--- src/rtl/tlb_refill_walker_pkg.sv ---
// Shared constants for the TLB refill walker: address geometry, PTE field
// positions and the walker state encoding.
package tlb_refill_walker_pkg;

  localparam int VPN_WIDTH        = 20;
  localparam int PPN_WIDTH        = 20;
  localparam int PAGE_OFFSET_BITS = 12;

  localparam int VPN1_HI = 31;
  localparam int VPN1_LO = 22;
  localparam int VPN0_HI = 21;
  localparam int VPN0_LO = 12;

  localparam int PTE_V       = 0;
  localparam int PTE_R       = 1;
  localparam int PTE_W       = 2;
  localparam int PTE_X       = 3;
  localparam int PTE_PPN_HI  = 29;
  localparam int PTE_PPN_LO  = 10;
  // Top of PPN[0]; must be zero in a usable level-1 superpage leaf.
  localparam int PTE_PPN0_HI = 19;

  typedef logic [2:0] walk_state_t;

  localparam walk_state_t ST_IDLE    = 3'd0;
  localparam walk_state_t ST_L1_REQ  = 3'd1;
  localparam walk_state_t ST_L1_WAIT = 3'd2;
  localparam walk_state_t ST_L0_REQ  = 3'd3;
  localparam walk_state_t ST_L0_WAIT = 3'd4;
  localparam walk_state_t ST_REFILL  = 3'd5;
  localparam walk_state_t ST_FAULT   = 3'd6;

endpackage

--- src/rtl/tlb_refill_walker_pte_decode.sv ---
// Combinational Sv32 PTE classifier used at both walk levels.
module tlb_refill_walker_pte_decode
  import tlb_refill_walker_pkg::*;
(
  input  logic [31:0]          pte,
  input  logic                 level1,
  output logic                 invalid,
  output logic                 leaf,
  output logic                 misaligned,
  output logic [PPN_WIDTH-1:0] ppn
);

  logic unused_pte_bits;

  assign invalid    = !pte[PTE_V] || (pte[PTE_W] && !pte[PTE_R]);
  assign leaf       = pte[PTE_R] || pte[PTE_X];
  assign misaligned = level1 && (pte[PTE_PPN0_HI:PTE_PPN_LO] != '0);
  assign ppn        = pte[PTE_PPN_HI:PTE_PPN_LO];

  assign unused_pte_bits = ^{pte[31:30], pte[9:4]};

endmodule

--- src/rtl/tlb_refill_walker.sv ---
// Two-level Sv32 page-table walker feeding the TLB refill port.
// Define TLB_WALK_SUPERPAGE_EN to accept aligned level-1 (4 MiB) leaves.
//
// state    | meaning
// IDLE     | ready for a miss
// L1_REQ   | level-1 PTE read requested, waiting for grant
// L1_WAIT  | waiting for level-1 PTE data
// L0_REQ   | level-0 PTE read requested, waiting for grant
// L0_WAIT  | waiting for level-0 PTE data
// REFILL   | refill_we pulse
// FAULT    | walk_fault pulse
module tlb_refill_walker
  import tlb_refill_walker_pkg::*;
#(
  parameter int TIMEOUT_CYCLES = 255
) (
  input  logic                 clk,
  input  logic                 rst_n,
  input  logic [PPN_WIDTH-1:0] root_ppn,
  input  logic                 miss_valid,
  input  logic [31:0]          miss_vaddr,
  output logic                 miss_ready,
  output logic                 mem_req,
  output logic [31:0]          mem_addr,
  input  logic                 mem_gnt,
  input  logic                 mem_rvalid,
  input  logic [31:0]          mem_rdata,
  output logic                 refill_we,
  output logic [31:0]          refill_vaddr,
  output logic [31:0]          refill_paddr,
  output logic                 walk_fault,
  output logic [31:0]          fault_vaddr
);

  localparam logic [15:0] TIMEOUT_TC = 16'(TIMEOUT_CYCLES);

  walk_state_t          state_q, state_d;
  logic [31:0]          vaddr_q, vaddr_d;
  logic [31:0]          mem_addr_q, mem_addr_d;
  logic [15:0]          wait_cnt_q, wait_cnt_d;
  logic                 refill_we_q, refill_we_d;
  logic [31:0]          refill_vaddr_q, refill_vaddr_d;
  logic [31:0]          refill_paddr_q, refill_paddr_d;
  logic                 walk_fault_q, walk_fault_d;
  logic [31:0]          fault_vaddr_q, fault_vaddr_d;

  logic                 dec_level1, dec_invalid, dec_leaf, dec_misaligned;
  logic [PPN_WIDTH-1:0] dec_ppn, refill_ppn;
  logic                 go_fault, go_refill, wait_expired;

  assign dec_level1 = (state_q == ST_L1_WAIT);

  tlb_refill_walker_pte_decode u_pte_decode (
    .pte        (mem_rdata),
    .level1     (dec_level1),
    .invalid    (dec_invalid),
    .leaf       (dec_leaf),
    .misaligned (dec_misaligned),
    .ppn        (dec_ppn)
  );

`ifndef TLB_WALK_SUPERPAGE_EN
  logic unused_misaligned;
  assign unused_misaligned = dec_misaligned;
`endif

  // A data beat in the same cycle as expiry still wins.
  assign wait_expired = (TIMEOUT_TC != 16'd0) && ((wait_cnt_q + 16'd1) == TIMEOUT_TC);

  always_ff @(posedge clk or negedge rst_n) begin
    if (!rst_n) begin
      state_q        <= ST_IDLE;
      vaddr_q        <= '0;
      mem_addr_q     <= '0;
      wait_cnt_q     <= '0;
      refill_we_q    <= 1'b0;
      refill_vaddr_q <= '0;
      refill_paddr_q <= '0;
      walk_fault_q   <= 1'b0;
      fault_vaddr_q  <= '0;
    end else begin
      state_q        <= state_d;
      vaddr_q        <= vaddr_d;
      mem_addr_q     <= mem_addr_d;
      wait_cnt_q     <= wait_cnt_d;
      refill_we_q    <= refill_we_d;
      refill_vaddr_q <= refill_vaddr_d;
      refill_paddr_q <= refill_paddr_d;
      walk_fault_q   <= walk_fault_d;
      fault_vaddr_q  <= fault_vaddr_d;
    end
  end

  always_comb begin
    state_d        = state_q;
    vaddr_d        = vaddr_q;
    mem_addr_d     = mem_addr_q;
    wait_cnt_d     = wait_cnt_q;
    refill_we_d    = 1'b0;
    refill_vaddr_d = refill_vaddr_q;
    refill_paddr_d = refill_paddr_q;
    walk_fault_d   = 1'b0;
    fault_vaddr_d  = fault_vaddr_q;
    go_fault       = 1'b0;
    go_refill      = 1'b0;
    refill_ppn     = dec_ppn;
    case (state_q)
      ST_IDLE: begin
        if (miss_valid) begin
          vaddr_d    = miss_vaddr;
          mem_addr_d = {root_ppn, miss_vaddr[VPN1_HI:VPN1_LO], 2'b00};
          state_d    = ST_L1_REQ;
        end
      end
      ST_L1_REQ: begin
        if (mem_gnt) begin
          wait_cnt_d = '0;
          state_d    = ST_L1_WAIT;
        end
      end
      ST_L1_WAIT: begin
        if (mem_rvalid) begin
          if (dec_invalid) begin
            go_fault = 1'b1;
          end else if (dec_leaf) begin
`ifdef TLB_WALK_SUPERPAGE_EN
            if (dec_misaligned) begin
              go_fault = 1'b1;
            end else begin
              go_refill  = 1'b1;
              refill_ppn = {dec_ppn[PPN_WIDTH-1:VPN0_HI-VPN0_LO+1], vaddr_q[VPN0_HI:VPN0_LO]};
            end
`else
            go_fault = 1'b1;
`endif
          end else begin
            mem_addr_d = {dec_ppn, vaddr_q[VPN0_HI:VPN0_LO], 2'b00};
            state_d    = ST_L0_REQ;
          end
        end else if (wait_expired) begin
          go_fault = 1'b1;
        end else begin
          wait_cnt_d = wait_cnt_q + 16'd1;
        end
      end
      ST_L0_REQ: begin
        if (mem_gnt) begin
          wait_cnt_d = '0;
          state_d    = ST_L0_WAIT;
        end
      end
      ST_L0_WAIT: begin
        if (mem_rvalid) begin
          if (dec_invalid || !dec_leaf) go_fault  = 1'b1;
          else                          go_refill = 1'b1;
        end else if (wait_expired) begin
          go_fault = 1'b1;
        end else begin
          wait_cnt_d = wait_cnt_q + 16'd1;
        end
      end
      default: state_d = ST_IDLE;
    endcase
    if (go_fault) begin
      state_d       = ST_FAULT;
      walk_fault_d  = 1'b1;
      fault_vaddr_d = vaddr_q;
    end
    if (go_refill) begin
      state_d        = ST_REFILL;
      refill_we_d    = 1'b1;
      refill_vaddr_d = {vaddr_q[VPN1_HI -: VPN_WIDTH], {PAGE_OFFSET_BITS{1'b0}}};
      refill_paddr_d = {refill_ppn, {PAGE_OFFSET_BITS{1'b0}}};
    end
  end

  always_comb begin
    miss_ready = (state_q == ST_IDLE);
    mem_req    = (state_q == ST_L1_REQ) || (state_q == ST_L0_REQ);
  end

  assign mem_addr     = mem_addr_q;
  assign refill_we    = refill_we_q;
  assign refill_vaddr = refill_vaddr_q;
  assign refill_paddr = refill_paddr_q;
  assign walk_fault   = walk_fault_q;
  assign fault_vaddr  = fault_vaddr_q;

endmodule
--- config.mk ---
export PLATFORM = sky130hd
export DESIGN_NAME = tlb_refill_walker
export DESIGN_NICKNAME = d
export VERILOG_FILES = /design/src/rtl/tlb_refill_walker_pkg.sv /design/src/rtl/tlb_refill_walker_pte_decode.sv /design/src/rtl/tlb_refill_walker.sv
export SDC_FILE = /design/constraint.sdc
export NUM_CORES = 1
export LEC_CHECK = 0
export ABC_CLOCK_PERIOD_IN_PS = 7900
export CAP_MARGIN = 20
export CORE_MARGIN = 10
export CORE_UTILIZATION = 41
export DETAILED_ROUTE_END_ITERATION = 12
export HOLD_SLACK_MARGIN = 0.03
export PLACE_DENSITY = 0.72
export SETUP_SLACK_MARGIN = 0.1
export SYNTH_ARGS = -nofsm -noshare
export SYNTH_HDL_FRONTEND = slang
export SYNTH_SLANG_ARGS = --single-unit
--- constraint.sdc ---
create_clock -name clk -period 7.9 [get_ports clk]
set_input_delay 1.185 -clock clk [delete_from_list [all_inputs] [get_ports clk]]
set_output_delay 1.185 -clock clk [all_outputs]
set_load 0.005 [all_outputs]
==> flow_summary.ini, run 1 <==
[run_status]
status = finished clean

[synthesis]
synth_area_um2 = 6940
synth_cell_types = 51
ys_seq_area_frac = 0.559
yosys_warnings = 0
synth_edf_count = 0
ys_seq_elements = 155
postSynth.asyncResetShare = 1.00
syn-mean-instance-area_um2 = 11.1
synthFlopType = dfrtp_1
syn_inst = 627

[global_route]
grt_usage = 0.165
antenna_found_initial = 1
grt_pass1_wl_um = 29000
grt_overflow = 0
grt_pass1_vias = 5081
grt_max_degree = 88

[cts]
cts_hold_buf = 0
cts-root-buf = clkbuf_16
clock-sinks = 155
clk-insertion-delay-late_ns = 0.42
cts_buffers = 17
ctsLongestPathBuffers = 2
htree_levels = 4
clkTransAtPathRegs_ns = 0.07
cts_setup_buffers = 0
post_cts_resize_count = 0
cts_tree = built

[hold_path]
min-delay-path-class = reg -> reg

[placement]
gp_congestion = 0.795
hpwlAfterDp_um = 13200
io_buffers = 186

[drt]
drc = 0
ant_nets = 0
wirelength_um = 18500
dr_total_vias = 4970
detail_route.iter0.violations = 289
first_pass_iters = 4
via_per_inst = 4.81
wire_per_inst_um = 18.0

[worst_setup_path]
crit_fanout = 42
crit_type = in -> reg
worstPathRequired_ns = 8.25
critPathArrivalTime_ns = 4.10
startpoint_type = primary input
endpoint_kind = flip-flop

[pwr]
cellInternalPower_uw = 2520
swShare = 0.314
netSwitchingPower_uw = 1150
clkPwrFrac = 0.226
combPwrFrac = 0.391
seqPwrFrac = 0.383
leakage_uw = 0.00418
powerDensity_nw_per_um2 = 389
vdd_drop_max_mv = 0.214

[job]
cap_violations = 0

[cells_and_area]
n_antenna_cell = 0
fin_util = 0.568
final_cell_mix = clkdlybuf4s50_1, dfrtp_1, nand2_1
nets = 891
mostFrequentLayoutCell = clkdlybuf4s50_1
syn_to_final_growth_pct = 35.7
drive_gt1_frac = 0.140

[floorplanning]
fp.dieH_um = 150
fp.dieW_um = 150
initial_core_util = 0.419
num_io_pins = 221
fp-row-count = 47
dieArea_um2 = 22500
coreArea_um2 = 16600

[timing]
relSlewSlack = 0.382
finalCritPeriodShare = 0.475
tightest_slew_ns = 0.928
finalHoldViolations = 0
hold_slack_ns = 0.473
min_period_ns = 3.75
tns_ns = 0
setup_viol = 0
skew_ns = 0.0102
drv_slew = 0
timing.fmax_ghz = 0.267
rsz0062_at_grt = no
-- worst paths after layout --
| check | from | end | slack [ns] | cells after the start |
|---|---|---|---|---|
| worst max-delay path | mem_rvalid | refill_paddr[12] | 4.15 | 7 |
| worst min-delay path | refill_paddr[15] | refill_paddr[15] | 0.47 | 2 |
| worst max register to register | wait_cnt_q[0] | fault_vaddr[28] | 4.51 | 9 |
| worst min register to register | refill_paddr[15] | refill_paddr[15] | 0.47 | 2 |
| max in group asynchronous | rst_n | mem_addr[27] | 5.68 | 2 |
| min in group asynchronous | rst_n | refill_paddr[26] | 0.78 | 1 |
-- synth_stat cells (2+ instances only) --
cell type | count | area, µm²
clkbuf_1 | 27 | 101
nor2b_1 | 4 | 25.0
nand2b_1 | 5 | 31.3
a21oi_1 | 34 | 170
mux2_2 | 37 | 417
nand4_1 | 5 | 31.3
ha_1 | 2 | 25.0
nor4_1 | 2 | 12.5
buf_4 | 26 | 195
nor3_1 | 7 | 35.0
nand2_1 | 142 | 533
mux2_4 | 27 | 405
xor2_1 | 2 | 17.5
nand3_1 | 14 | 70.1
o21ai_0 | 9 | 45.0
o311ai_0 | 2 | 17.5
buf_12 | 3 | 60.1
inv_1 | 7 | 26.3
buf_6 | 2 | 22.5
buf_1 | 3 | 11.3
mux2i_1 | 36 | 360
o22ai_1 | 2 | 12.5
nand3b_1 | 2 | 15.0
a21o_1 | 2 | 15.0
nor2_1 | 41 | 154
nor3b_1 | 2 | 15.0
o211ai_1 | 3 | 22.5
dfrtp_1 | 155 | 3880
or2_2 | 2 | 12.5
-- final cells by class --
class                      instances  area (µm²)
tap                              220         275
inverter                           7        26.3
fill                            1415        7160
clock inverter                    14         158
sequential                       155        3880
timing repair buffer             191        1900
multi-input combinational        428        2750
clock buffer                      18         439
-- worst max-delay path, cell delays in order --
cell,delay (ns)
clkdlybuf4s50_1,0.75
o211ai_1,0.19
or2_2,0.67
inv_1,0.69
buf_4,0.43
nand2_1,0.10
nand2_1,0.07
-- logic make-up after synthesis --
logic type,count (synthesis),share of synthesized area
simple gates,236,0.151
compound gates,61,0.0519
mux,100,0.170
flops,155,0.559
other cells,1,0.000540
fa+ha+maj,2,0.00360
xor+xnor,3,0.00378
buf+inv,69,0.0607
-- state kept, by name, summed over array words and instances, names as in the netlist --
name / cells
vaddr_q: 32
refill_paddr: 20
state_q: 3
mem_addr: 30
refill_we: 1
wait_cnt_q: 16
refill_vaddr: 20
fault_vaddr: 32
walk_fault: 1
-- through the flow --
step | setup slack, ns | cells | total power [µW] | instance area, µm²
3_3_place_gp | 3.64 | 1001 | 2840 | 8830
4_1_cts | 4.07 | 1033 | 3720 | 9430
3_5_place_dp | 3.65 | 1001 | 2870 | 8830
6_report | 4.15 | 1033 | 3670 | 9430
2_1_floorplan | 5.27 | 652 | 2080 | 7040
5_1_grt | 3.89 | 1033 | 3910 | 9430
-- power groups by stage --
stage	Combinational (µW)	Sequential [µW]	Clock [µW]
after floorplan	694	1380	0
after global placement	1440	1400	0
after detailed placement	1460	1410	0
after CTS	1470	1410	846
after global routing	1570	1460	883
final	1430	1400	830
-- layer usage --
layer | wire length, µm | vias to the layer above | GRT usage
met1 | 7500 | 2423 | 0.193
met3 | 1820 | 15 | 0.0816
met4 | 197 | 0 | 0.0418
met5 | 0 | - | 0
li1 | - | 2402 | -
met2 | 9030 | 130 | 0.265
(Power assumes the default switching activity.)
==> inputs of run 2 (changes only) <==
--- a/config.mk
+++ b/config.mk
@@ -5,13 +5,13 @@
 export SDC_FILE = /design/constraint.sdc
 export NUM_CORES = 1
 export LEC_CHECK = 0
-export ABC_CLOCK_PERIOD_IN_PS = 7900
+export ABC_CLOCK_PERIOD_IN_PS = 3400
 export CAP_MARGIN = 20
 export CORE_MARGIN = 10
 export CORE_UTILIZATION = 41
 export DETAILED_ROUTE_END_ITERATION = 12
 export HOLD_SLACK_MARGIN = 0.03
-export PLACE_DENSITY = 0.72
+export PLACE_DENSITY = 0.75
 export SETUP_SLACK_MARGIN = 0.1
 export SYNTH_ARGS = -nofsm -noshare
 export SYNTH_HDL_FRONTEND = slang
==> constraint.sdc (replaced) <==
create_clock -name clk -period 3.4 [get_ports clk]
set_input_delay 0.51 -clock clk [delete_from_list [all_inputs] [get_ports clk]]
set_output_delay 0.51 -clock clk [all_outputs]
set_load 0.005 [all_outputs]
==> run 2 against run 1 <==
Combinational power is 140% higher. Sequential power is 130% higher. Total power is 130% higher. Clock-buffer cell count is 1 higher. Critical endpoint is now fault_vaddr[24]. Largest cell class unchanged. Largest power group unchanged.
==> flow_summary.ini, run 2 (synthesized netlist as in run 1, its figures left out) <==
[worst_setup_path]
r2r_slack_ns = 0.39
startpoint_type = flip-flop
slowest_stage = dfrtp_1
crit_chain = ha_1, nand4_2, nor3_2, nand4_1, a221oi_2, and4b_2, o21a_2, buf_12, mux2_2
worstPathRequired_ns = 3.70
critPathArrivalTime_ns = 3.30
worstReg2RegEnd = fault_vaddr[24]
crit_type = reg -> reg
r2r_start = wait_cnt_q[0]
critPathLaunch = wait_cnt_q[0]
worst_r2r_path_depth = 9
crit_fanout = 32
endpoint = fault_vaddr[24]
critPathMaxStageDelay_ns = 0.45
endpoint_kind = flip-flop

[drt]
first_pass_iters = 5
dr_total_vias = 5047
drc = 0
detail_route.iter0.violations = 225
via_per_inst = 4.86
wire_per_inst_um = 18.0
ant_nets = 0
wirelength_um = 18700

[pwr]
powerDensity_nw_per_um2 = 902
leakage_uw = 0.00421
vdd_drop_max_mv = 0.515

[cells_and_area]
final_cell_mix = clkdlybuf4s50_1, dfrtp_1, nand2_1
multi_input_area_um2 = 2750
regArea_um2 = 3880
drive_gt1_frac = 0.147
fin_util = 0.575
mostFrequentLayoutCell = clkdlybuf4s50_1
fillerInstances = 1416
postLayoutCellArea_um2 = 9530
nets = 896
syn_to_final_growth_pct = 37.2
layoutNonFillerInstCount = 1039

[hold_path]
min-delay-path-class = in -> async

[placement]
dpl.cell_count = 1006
place_area_um2 = 8900
io_buffers = 186
gp_congestion = 0.814
post-place-ws_ns = 0.347
hpwlAfterDp_um = 13300

[timing]
tns_ns = 0
drv_slew = 0
setup_viol = 0
skew_ns = 0.00988
timing.fmax_ghz = 0.333
tightest_slew_ns = 0.650
finalCritPeriodShare = 0.884
rsz0062_at_grt = no
finalHoldViolations = 0
min_period_ns = 3.01
layout_setup_ws_ns = 0.393
relSlewSlack = 0.567

[global_route]
grt_overflow = 0
grt_usage = 0.168
antenna_found_initial = 1
grt_pass1_vias = 5245
grt_max_degree = 71
grt_pass1_wl_um = 29600

[floorplanning]
num_io_pins = 221
fp.dieH_um = 150
dieArea_um2 = 22500
coreArea_um2 = 16600
fp-row-count = 47
initial_core_util = 0.419
fp.dieW_um = 150

[job]
cap_violations = 0

[cts]
clock-sinks = 155
clkTransAtPathRegs_ns = 0.06
clk-insertion-delay-late_ns = 0.42
cts_tree = built
ctsLongestPathBuffers = 2
htree_levels = 4
cts_buffers = 17
cts-root-buf = clkbuf_16

[run_status]
status = finished clean
[run 2: cell types whose count changed in the layout (fill, tap and decap cells not counted), moves of 2 or more]
| cell | change |
|---|---|
| clkinv_4 | +3 |
| buf_4 | +2 |
| inv_8 | -2 |
| clkinvlp_4 | +2 |
| inv_6 | -4 |
| buf_12 | +3 |
[run 2: worst max-delay path, delay by kind of cell (launching register included)]
kind / cells / cell delay [ns]
buffers and inverters: 1 / 0.26
AND/OR/NAND/NOR: 4 / 1.05
multiplexers: 1 / 0.37
adder cells (fa/ha/maj): 1 / 0.28
flip-flops: 1 / 0.45
AO/OA/AOI/OAI: 2 / 0.45
[run 2: worst min-delay path by stage]
stage	from	end	slack (ns)	cells past startpoint
after floorplan	rst_n	fault_vaddr[0]	0.21	0
after global placement	refill_paddr[16]	refill_paddr[16]	0.46	2
after detailed placement	refill_vaddr[30]	refill_vaddr[30]	0.46	2
after CTS	rst_n	refill_paddr[21]	0.12	1
after global routing	rst_n	refill_paddr[22]	0.13	1
final	rst_n	refill_we	0.09	1
[run 2: report_power, final]
group | total (µW) | switching (µW) | internal (µW)
sequential | 3250 | 557 | 2700
clock | 1970 | 770 | 1200
combinational | 3370 | 1310 | 2060
[run 2: layer usage]
metal | routed length [µm] | GRT usage
met1 | 7480 | 0.197
met2 | 8940 | 0.264
met3 | 2040 | 0.0897
met4 | 188 | 0.0437
met5 | 0 | 0
[run 2: per-stage QoR]
stage / power (µW) / hold WS [ns]
after global routing: 9160 / 0.133
after global placement: 6620 / 0.458
after detailed placement: 6700 / 0.461
final: 8590 / 0.0853
after floorplan: 4830 / 0.214
after CTS: 8720 / 0.117
[run 2: cell type report]
type,instances,area share
diodes,1,0.000263
clock buffers,19,0.0475
clock inverters,13,0.0175
inverters,7,0.00276
multi-input cells,428,0.289
flip-flops and latches,155,0.407
well taps,220,0.0289
repair buffers,196,0.207
[run 2: repair_timing]
item,in CTS,in global routing
hold buffers,0,0
endpoints found under the setup margin,0,13
resized for setup,0,1
buffers inserted,0,0
